File: config.mk
export PLATFORM = sky130hd
export DESIGN_NAME = div5_recombine_serial
export DESIGN_NICKNAME = d
export VERILOG_FILES = /design/src/rtl/div5_recombine_serial_pkg.sv /design/src/rtl/div5_recombine_serial_mul_digit.sv /design/src/rtl/div5_recombine_serial.sv
export SDC_FILE = /design/constraint.sdc
export NUM_CORES = 1
export LEC_CHECK = 0
export ABC_AREA = 1
export BUFFER_PORTS_ARGS = -buffer_cell sky130_fd_sc_hd__buf_2
export CAP_MARGIN = 20
export CORE_ASPECT_RATIO = 0.75
export CORE_MARGIN = 2
export CORE_UTILIZATION = 50
export CTS_CLUSTER_SIZE = 10
export DETAILED_ROUTE_END_ITERATION = 6
export PLACE_DENSITY = 0.75
export SLEW_MARGIN = 25
export SYNTH_ARGS = -nofsm -noshare
export SYNTH_HDL_FRONTEND = slang
export SYNTH_SLANG_ARGS = --single-unit
File: constraint.sdc
create_clock -name clk -period 1.7 [get_ports clk]
set_input_delay 0.34 -clock clk [delete_from_list [all_inputs] [get_ports clk]]
set_output_delay 0.34 -clock clk [all_outputs]
set_load 0.1 [all_outputs]
File: src/rtl/div5_recombine_serial_pkg.sv
// Shared constants and types for the digit-serial 5*q + r recombiner.
// Optional feature macro: DIV5_RECOMBINE_REM_CHECK_EN (remainder range flag).
package div5_pkg;

   localparam int W       = 64;
   localparam int DIGIT_W = 3;
   localparam int NDIG    = (W + DIGIT_W - 1) / DIGIT_W;
   localparam int ACC_W   = DIGIT_W * NDIG;
   localparam int DIVISOR = 5;
   localparam int REM_W   = 3;
   localparam int CARRY_W = 3;
   localparam int CNT_W   = 5;

   localparam logic [CNT_W-1:0] CNT_LAST = CNT_W'(NDIG - 1);

   typedef enum logic [1:0] {
      IDLE = 2'd0,
      RUN  = 2'd1,
      DONE = 2'd2
   } state_t;

endpackage

File: src/rtl/div5_recombine_serial_mul_digit.sv
// One radix-8 step of 5*q + carry: six inputs, six outputs, a single LUT6 level.
// Carry stays within 0..5 because 5*7 + 7 = 42 < 48.
module div5_mul_digit
   import div5_pkg::*;
(
   input  logic [DIGIT_W-1:0] d,
   input  logic [CARRY_W-1:0] c_in,
   output logic [DIGIT_W-1:0] digit,
   output logic [CARRY_W-1:0] c_out
);

   logic [5:0] sum;

   // Multiply the digit by the divisor and add the incoming carry, then split the sum.
   always_comb begin
      sum   = 6'({3'b000, d} * 6'(DIVISOR)) + {3'b000, c_in};
      digit = sum[DIGIT_W-1:0];
      c_out = sum[5:DIGIT_W];
   end

endmodule

File: src/rtl/div5_recombine_serial.sv
// Digit-serial recombiner: x = 5*q + r, LSB first, one 3-bit digit per cycle.
// Optional feature macro: DIV5_RECOMBINE_REM_CHECK_EN flags in_r >= 5 alongside the result.
module div5_recombine_serial
   import div5_pkg::*;
(
   input  logic               clk,
   input  logic               rst,
   input  logic               in_valid,
   output logic               in_ready,
   input  logic [W-1:0]       in_q,
   input  logic [REM_W-1:0]   in_r,
   output logic               out_valid,
   input  logic               out_ready,
   output logic [W-1:0]       out_x,
   output logic               out_ovf,
   output logic               out_rem_err
);

   state_t               state;
   state_t               state_next;
   logic [CNT_W-1:0]     cnt;
   logic [ACC_W-1:0]     q_sr;
   logic [ACC_W-1:0]     acc;
   logic [ACC_W-1:0]     acc_next;
   logic [CARRY_W-1:0]   carry;
   logic [DIGIT_W-1:0]   step_digit;
   logic [CARRY_W-1:0]   step_carry;
   logic                 last_digit;

   div5_mul_digit u_mul_digit (
      .d     (q_sr[DIGIT_W-1:0]),
      .c_in  (carry),
      .digit (step_digit),
      .c_out (step_carry)
   );

   assign acc_next   = {step_digit, acc[ACC_W-1:DIGIT_W]};
   assign last_digit = (cnt == CNT_LAST);

   // State register; reset aborts any operation in progress.
   always_ff @(posedge clk) begin
      if (rst) begin
         state <= IDLE;
      end else begin
         state <= state_next;
      end
   end

   // Next-state and handshake decode: accept only when idle, present only when done.
   always_comb begin
      state_next = state;
      in_ready   = 1'b0;
      out_valid  = 1'b0;
      case (state)
         IDLE: begin
            in_ready = 1'b1;
            if (in_valid) begin
               state_next = RUN;
            end
         end
         RUN: begin
            if (last_digit) begin
               state_next = DONE;
            end
         end
         DONE: begin
            out_valid = 1'b1;
            if (out_ready) begin
               state_next = IDLE;
            end
         end
         default: begin
            state_next = IDLE;
         end
      endcase
   end

   // Serial datapath: the remainder seeds the carry, digits shift into acc from the top.
   always_ff @(posedge clk) begin
      if (rst) begin
         cnt     <= '0;
         q_sr    <= '0;
         acc     <= '0;
         carry   <= '0;
         out_x   <= '0;
         out_ovf <= 1'b0;
      end else begin
         case (state)
            IDLE: begin
               if (in_valid) begin
                  q_sr  <= {{(ACC_W - W){1'b0}}, in_q};
                  carry <= in_r;
                  acc   <= '0;
                  cnt   <= '0;
               end
            end
            RUN: begin
               q_sr  <= q_sr >> DIGIT_W;
               acc   <= acc_next;
               carry <= step_carry;
               cnt   <= cnt + CNT_W'(1);
               if (last_digit) begin
                  out_x   <= acc_next[W-1:0];
                  out_ovf <= (|acc_next[ACC_W-1:W]) | (step_carry != '0);
               end
            end
            default: begin
            end
         endcase
      end
   end

`ifdef DIV5_RECOMBINE_REM_CHECK_EN
   logic rem_err;

   // Flag an out-of-range remainder at accept; it then travels with the result.
   always_ff @(posedge clk) begin
      if (rst) begin
         rem_err <= 1'b0;
      end else if (state == IDLE && in_valid) begin
         rem_err <= (in_r >= REM_W'(DIVISOR));
      end
   end

   assign out_rem_err = rem_err;
`else
   assign out_rem_err = 1'b0;
`endif

endmodule
# == Yosys cells after proc, flatten, opt, wreduce, memory -nomap -nowiden ==
# Index checks and enable logic that the tools add are counted.
# classes
muxes,14
addsub,2
reduce_logical,7
bitwise_logic,1
eq_ne,6
n_mul,1
# ops
op,count
$pmux 66 s2,2
$mux 66,2
$pmux 5 s2,1
$add 6x3->6,1
$mul 3x3->6 const B,1
$mux 2,3
$ne 2x2->1 const B,3
$pmux 2 s3,1
$pmux 3 s2,1
$add 5x1->5 const B,1
$eq 5x5->1 const B,1
$mux 5,1
$reduce_and 2->1,2
$mux 3,1
$reduce_and 3->1,1
$reduce_bool 3->1,1
$eq 2x1->1 const B,1
$eq 2x2->1 const B,1
$logic_not 2->1,1
$mux 1,2
$reduce_bool 2->1,1
$reduce_or 2->1,1
$or 1x1->1,1
# word_totals
regBits,207
input_bits,71
out_inout_bits,68

# == Logic depth before layout (Yosys ltp) ==
# depth
depth_word,4
ltp_mapped,11

# == By module ==
# From an unflattened synthesis, not the netlist that was laid out.
# unflattened
hier_cells,1335
area_unflattened_um2,8997.4
# modules_own_cells
mod,cells_per_inst,seq_area_each_um2,area_each_um2,instances
div5_recombine_serial,1310,4043.9,8793.4,1
div5_mul_digit,25,0.0,203.9,1

# == Worst setup path after synthesis ==
# No wires, ideal clock.
# synth_timing
path_type,register -> register
from,reg state[1]
to,reg state[1]
period_less_slack_ns,2.102
path_slack_ns,-0.402
t_required_ns,1.628
arrival_time_ns,2.030
stages_incl_launch_ff,5
n_path_buf,0
path_cell_list,dfxtp_1 inv_2 nor2_1 nand2_1 a21oi_1
# synth_between
elab_chain_len,3
# synth_rtl
element,line_no,text
start: declaration,div5_recombine_serial.sv:19,state_t state;
start signal: assignment,div5_recombine_serial.sv:45,state <= state_next;
"$eq 2x1->1, or another cell as far along",div5_recombine_serial.sv:54,case (state)
$ne 2x2->1 (no source line),n/a,
$reduce_and 3->1 (no source line),n/a,
# Parallel ways exist; a longest one is shown, timed or not.
# A chain may end at the register's enable or synchronous reset.

# == Final worst setup path ==
# layout_timing
from,reg q_sr[2]
to,reg out_ovf
# layout_between
elab_chain_len,4
# layout_rtl
element,line_no,text
start: declaration,div5_recombine_serial.sv:22,logic [ACC_W-1:0] q_sr;
start signal: assignment,div5_recombine_serial.sv:91,"q_sr <= {{(ACC_W - W){1'b0}}, in_q};"
start signal: assignment,div5_recombine_serial.sv:98,q_sr <= q_sr >> DIGIT_W;
$mul 3x3->6 *,div5_recombine_serial_mul_digit.sv:16,"sum = 6'({3'b000, d} * 6'(DIVISOR)) + {3'b000, c_in};"
$add 6x3->6 *,div5_recombine_serial_mul_digit.sv:16,
$reduce_bool 3->1 / $reduce_or 2->1 (equally long branches),div5_recombine_serial.sv:104,out_ovf <= (|acc_next[ACC_W-1:W]) | (step_carry != '0);
$or 1x1->1 *,div5_recombine_serial.sv:104,
end signal: assignment,div5_recombine_serial.sv:104,
end: declaration,div5_recombine_serial.sv:15,"output logic out_ovf,"
# Mark *: on every way between the ends. The rest lies on a longest branch, timed or not.

==> summary.md <==
| Metric | Value |
|---|---|
| Synth area leader | `dfxtp_1` |
| #FFs+latches synth | `202` |
| Skew final | `0.00929 ns` |
| Count of cell types in the netlist | `28` |
| Die W | `148 um` |
| Port bufs | `137` |
| Fillers | `1,382` |
| Sw Pwr | `2270 uW` |
| CP endpoint kind | `flip-flop` |
| Cell internal pwr | `7720 uW` |
| CTS tree | `built` |
| Rows | `39` |
| Data arrival time of the worst path | `2.22 ns` |
| RSZ-0062 raised after global routing | `true` |
| WL/cell | `13.0 um` |
| Leakage power | `0.00378 uW` |
| Vias in the first global route | `6,192` |
| Top_reg_cell synth | `dfxtp_1` |
| Post-synth EDFFs | `0` |
| Final ANT Viol Nets | `0` |
| TritonCTS buffer count | `24` |
| Netlist Area Pre-Place | `7830 sq um` |
| Largest net degree at the start of global routing | `125` |
| Failing checks | `setup timing` |
| Worst skew pair latency | `0.49 ns` |
| Hold crit path type | `in2reg` |
| First-pass GRT wire length | `29.2 mm` |
| Hold Violations, Final | `0` |
| Commonest non-fill, non-tap cell in the layout | `nand2_1` |
| Comb power frac | `7.8%` |
| Design Power | `9990 uW` |
| Grt total ovfl | `0` |
| Drt initial violations | `381` |
| CP max FO | `2` |
| Die ar. | `16,700 sq um` |
| Antenna diodes | `0` |
| Clock power share | `42.9%` |
| Setup ws final | `-0.134 ns` |
| Final hold slack | `0.100 ns` |
| Synth Net Count | `1,105` |
| Max Slew Vio Count | `0` |
| Vias/cell | `5.03` |
| Number of H-tree levels | `1` |
| Max VDD drop | `660 uV` |
| Clock root buffer | `clkbuf_16` |
| Post-Syn Instances | `1,022` |
| Overall Global Routing Usage | `20.8%` |
| Final HPWL DP | `11.1 mm` |
| CTS Sinks | `202` |
| Run status | `finished with violations` |
| Post-route DRC | `0` |
| Reg power frac | `49.2%` |
| Proportion of layout cells with a drive suffix above 1 | `19.1%` |
| WS Path Type | `reg2reg` |
| Routed Wire Length | `17.5 mm` |
| Nets | `1,222` |
| Most frequent cells in the layout | `415 x nand2_1, 197 x dfxtp_1, 168 x a21oi_1` |
| Switching part of the total | `22.7%` |
| Yosys warns | `0` |
| Post-Route Utilization | `61.6%` |
| Synthesis-to-finish area growth | `20.3%` |
| Starting Density | `51.2%` |
| Startpoint types | `flip-flop` |
| Worst Max-Slew Pin Slew | `0.562 ns` |
| P per Cell Area | `1060 nW/um^2` |
| Setup TNS | `-0.236 ns` |
| Initial antenna violation count | `0` |
| DRT Pass-1 Iters | `5` |
| Vias post-DR | `6,762` |
| Final setup fails | `2` |
| Total of max-cap violations | `0` |
| Core outline area | `15,300 sq um` |
| FF-to-FF Start | `q_sr[2]` |
| Synthesized area per cell | `7.66 sq um` |
| Placer Congestion | `0.786` |
| Die H | `112 um` |
| CTS Buffer Depth | `3` |
| Sequential area share after synthesis | `51.7%` |
| DP Worst Slack | `-0.148 ns` |
| Synth top area share | `51.7%` |
| Slew headroom | `62.5%` |
| Hold Crit Start | `in_q[61]` |
| Leading post-synthesis cells by cell area | `dfxtp_1 52%, nand2_1 20%, a21oi_1 11%, a22oi_1 2.2%, inv_1 2.2%` |
| Worst path required time | `2.08 ns` |
| Post-synth ARST share | `0%` |
| Area of the multi-input gates | `3270 sq um` |
| I/O pin count | `139` |
| Final worst path period need | `1.83 ns` |
| Fmax | `545 MHz` |
| Worst setup path start | `q_sr[2]` |
| Sequential cell area | `4050 sq um` |
| Clock Pin Slew Worst Setup and Hold Paths | `0.05 ns` |
| Fin crit share | `108%` |
[metrics by stage]
stage	cells	instance area [sq um]
finish	1344	9410
global route	1344	9410
CTS	1343	9370
detailed placement	1317	8710
global placement	1317	8710
floorplan	1022	7870
[power groups by stage]
stage | Sequential (uW) | Clock (uW) | Combinational, uW
final | 4920 | 4290 | 781
after global routing | 4930 | 4570 | 868
after CTS | 4920 | 4390 | 774
after detailed placement | 5010 | 0 | 765
after global placement | 5010 | 0 | 757
after floorplan | 5000 | 0 | 530
[cell usage after synthesis (4+ instances only)]
| master | n |
|---|---|
| clkbuf_1 | 21 |
| buf_2 | 23 |
| a31oi_1 | 16 |
| nor2_1 | 19 |
| inv_2 | 4 |
| nand3_1 | 14 |
| o211ai_1 | 12 |
| a22oi_1 | 23 |
| dfxtp_1 | 202 |
| inv_1 | 45 |
| nand2_1 | 417 |
| a21oi_1 | 168 |
| buf_4 | 18 |
| buf_6 | 5 |
| ha_1 | 11 |
| o21ai_0 | 9 |
[worst paths after layout]
| check | to | slack [ns] | depth (start not counted) |
|---|---|---|---|
| max reg2reg | out_ovf | -0.13 | 9 |
| min reg2reg | out_x[37] | 0.45 | 2 |
| min | q_sr[61] | 0.10 | 3 |
| max | out_ovf | -0.13 | 9 |
[critical path, stage by stage (launching register included)]
cell and delay (ns):
dfxtp_2 0.33, ha_4 0.24, ha_4 0.26, inv_2 0.03, fa_2 0.51, nand2_1 0.05
nor2_1 0.09, nand3_1 0.07, nor2_1 0.09, nor2_1 0.04
[routing by layer]
metal  up-vias  track usage (%)  share of wire [%]  wire length (um)
met5         -                0                  0                 0
met4         0             4.70                1.8               316
met3        24             3.46                5.0               879
met2       165             32.3                 44              7670
met1      3067             30.7                 49              8630
li1       3506                -                  -                 -
[flip-flops by register name, indices dropped and copies added, names as in the netlist]
signal	flops
carry	3
cnt	5
out_ovf	1
state	2
out_x	64
acc	63
q_sr	64
[cell families after synthesis]
group           Yosys count  share of synthesized area (%)
other cells               1                         0.0479
buf+inv                 120                           7.53
flops                   202                           51.7
simple gates            458                           22.7
compound gates          229                           16.0
fa+ha+maj                12                           2.01
[what timing repair did]
action | 4_1_cts | 5_1_grt
setup endpoints to repair | 6 | 6
setup buffers | 0 | 1
hold buffers | 0 | 0
resized for setup | 3 | 13
pin swaps | 1 | 1
[final cells by class]
class                      instances  area share, %
tap                              205           2.73
clock inverter                     1         0.0931
multi-input combinational        700           34.8
inverter                          51           2.09
sequential                       202           43.1
timing repair buffer             160           10.6
clock buffer                      25           6.65
Power figures use the tool's default switching activity.
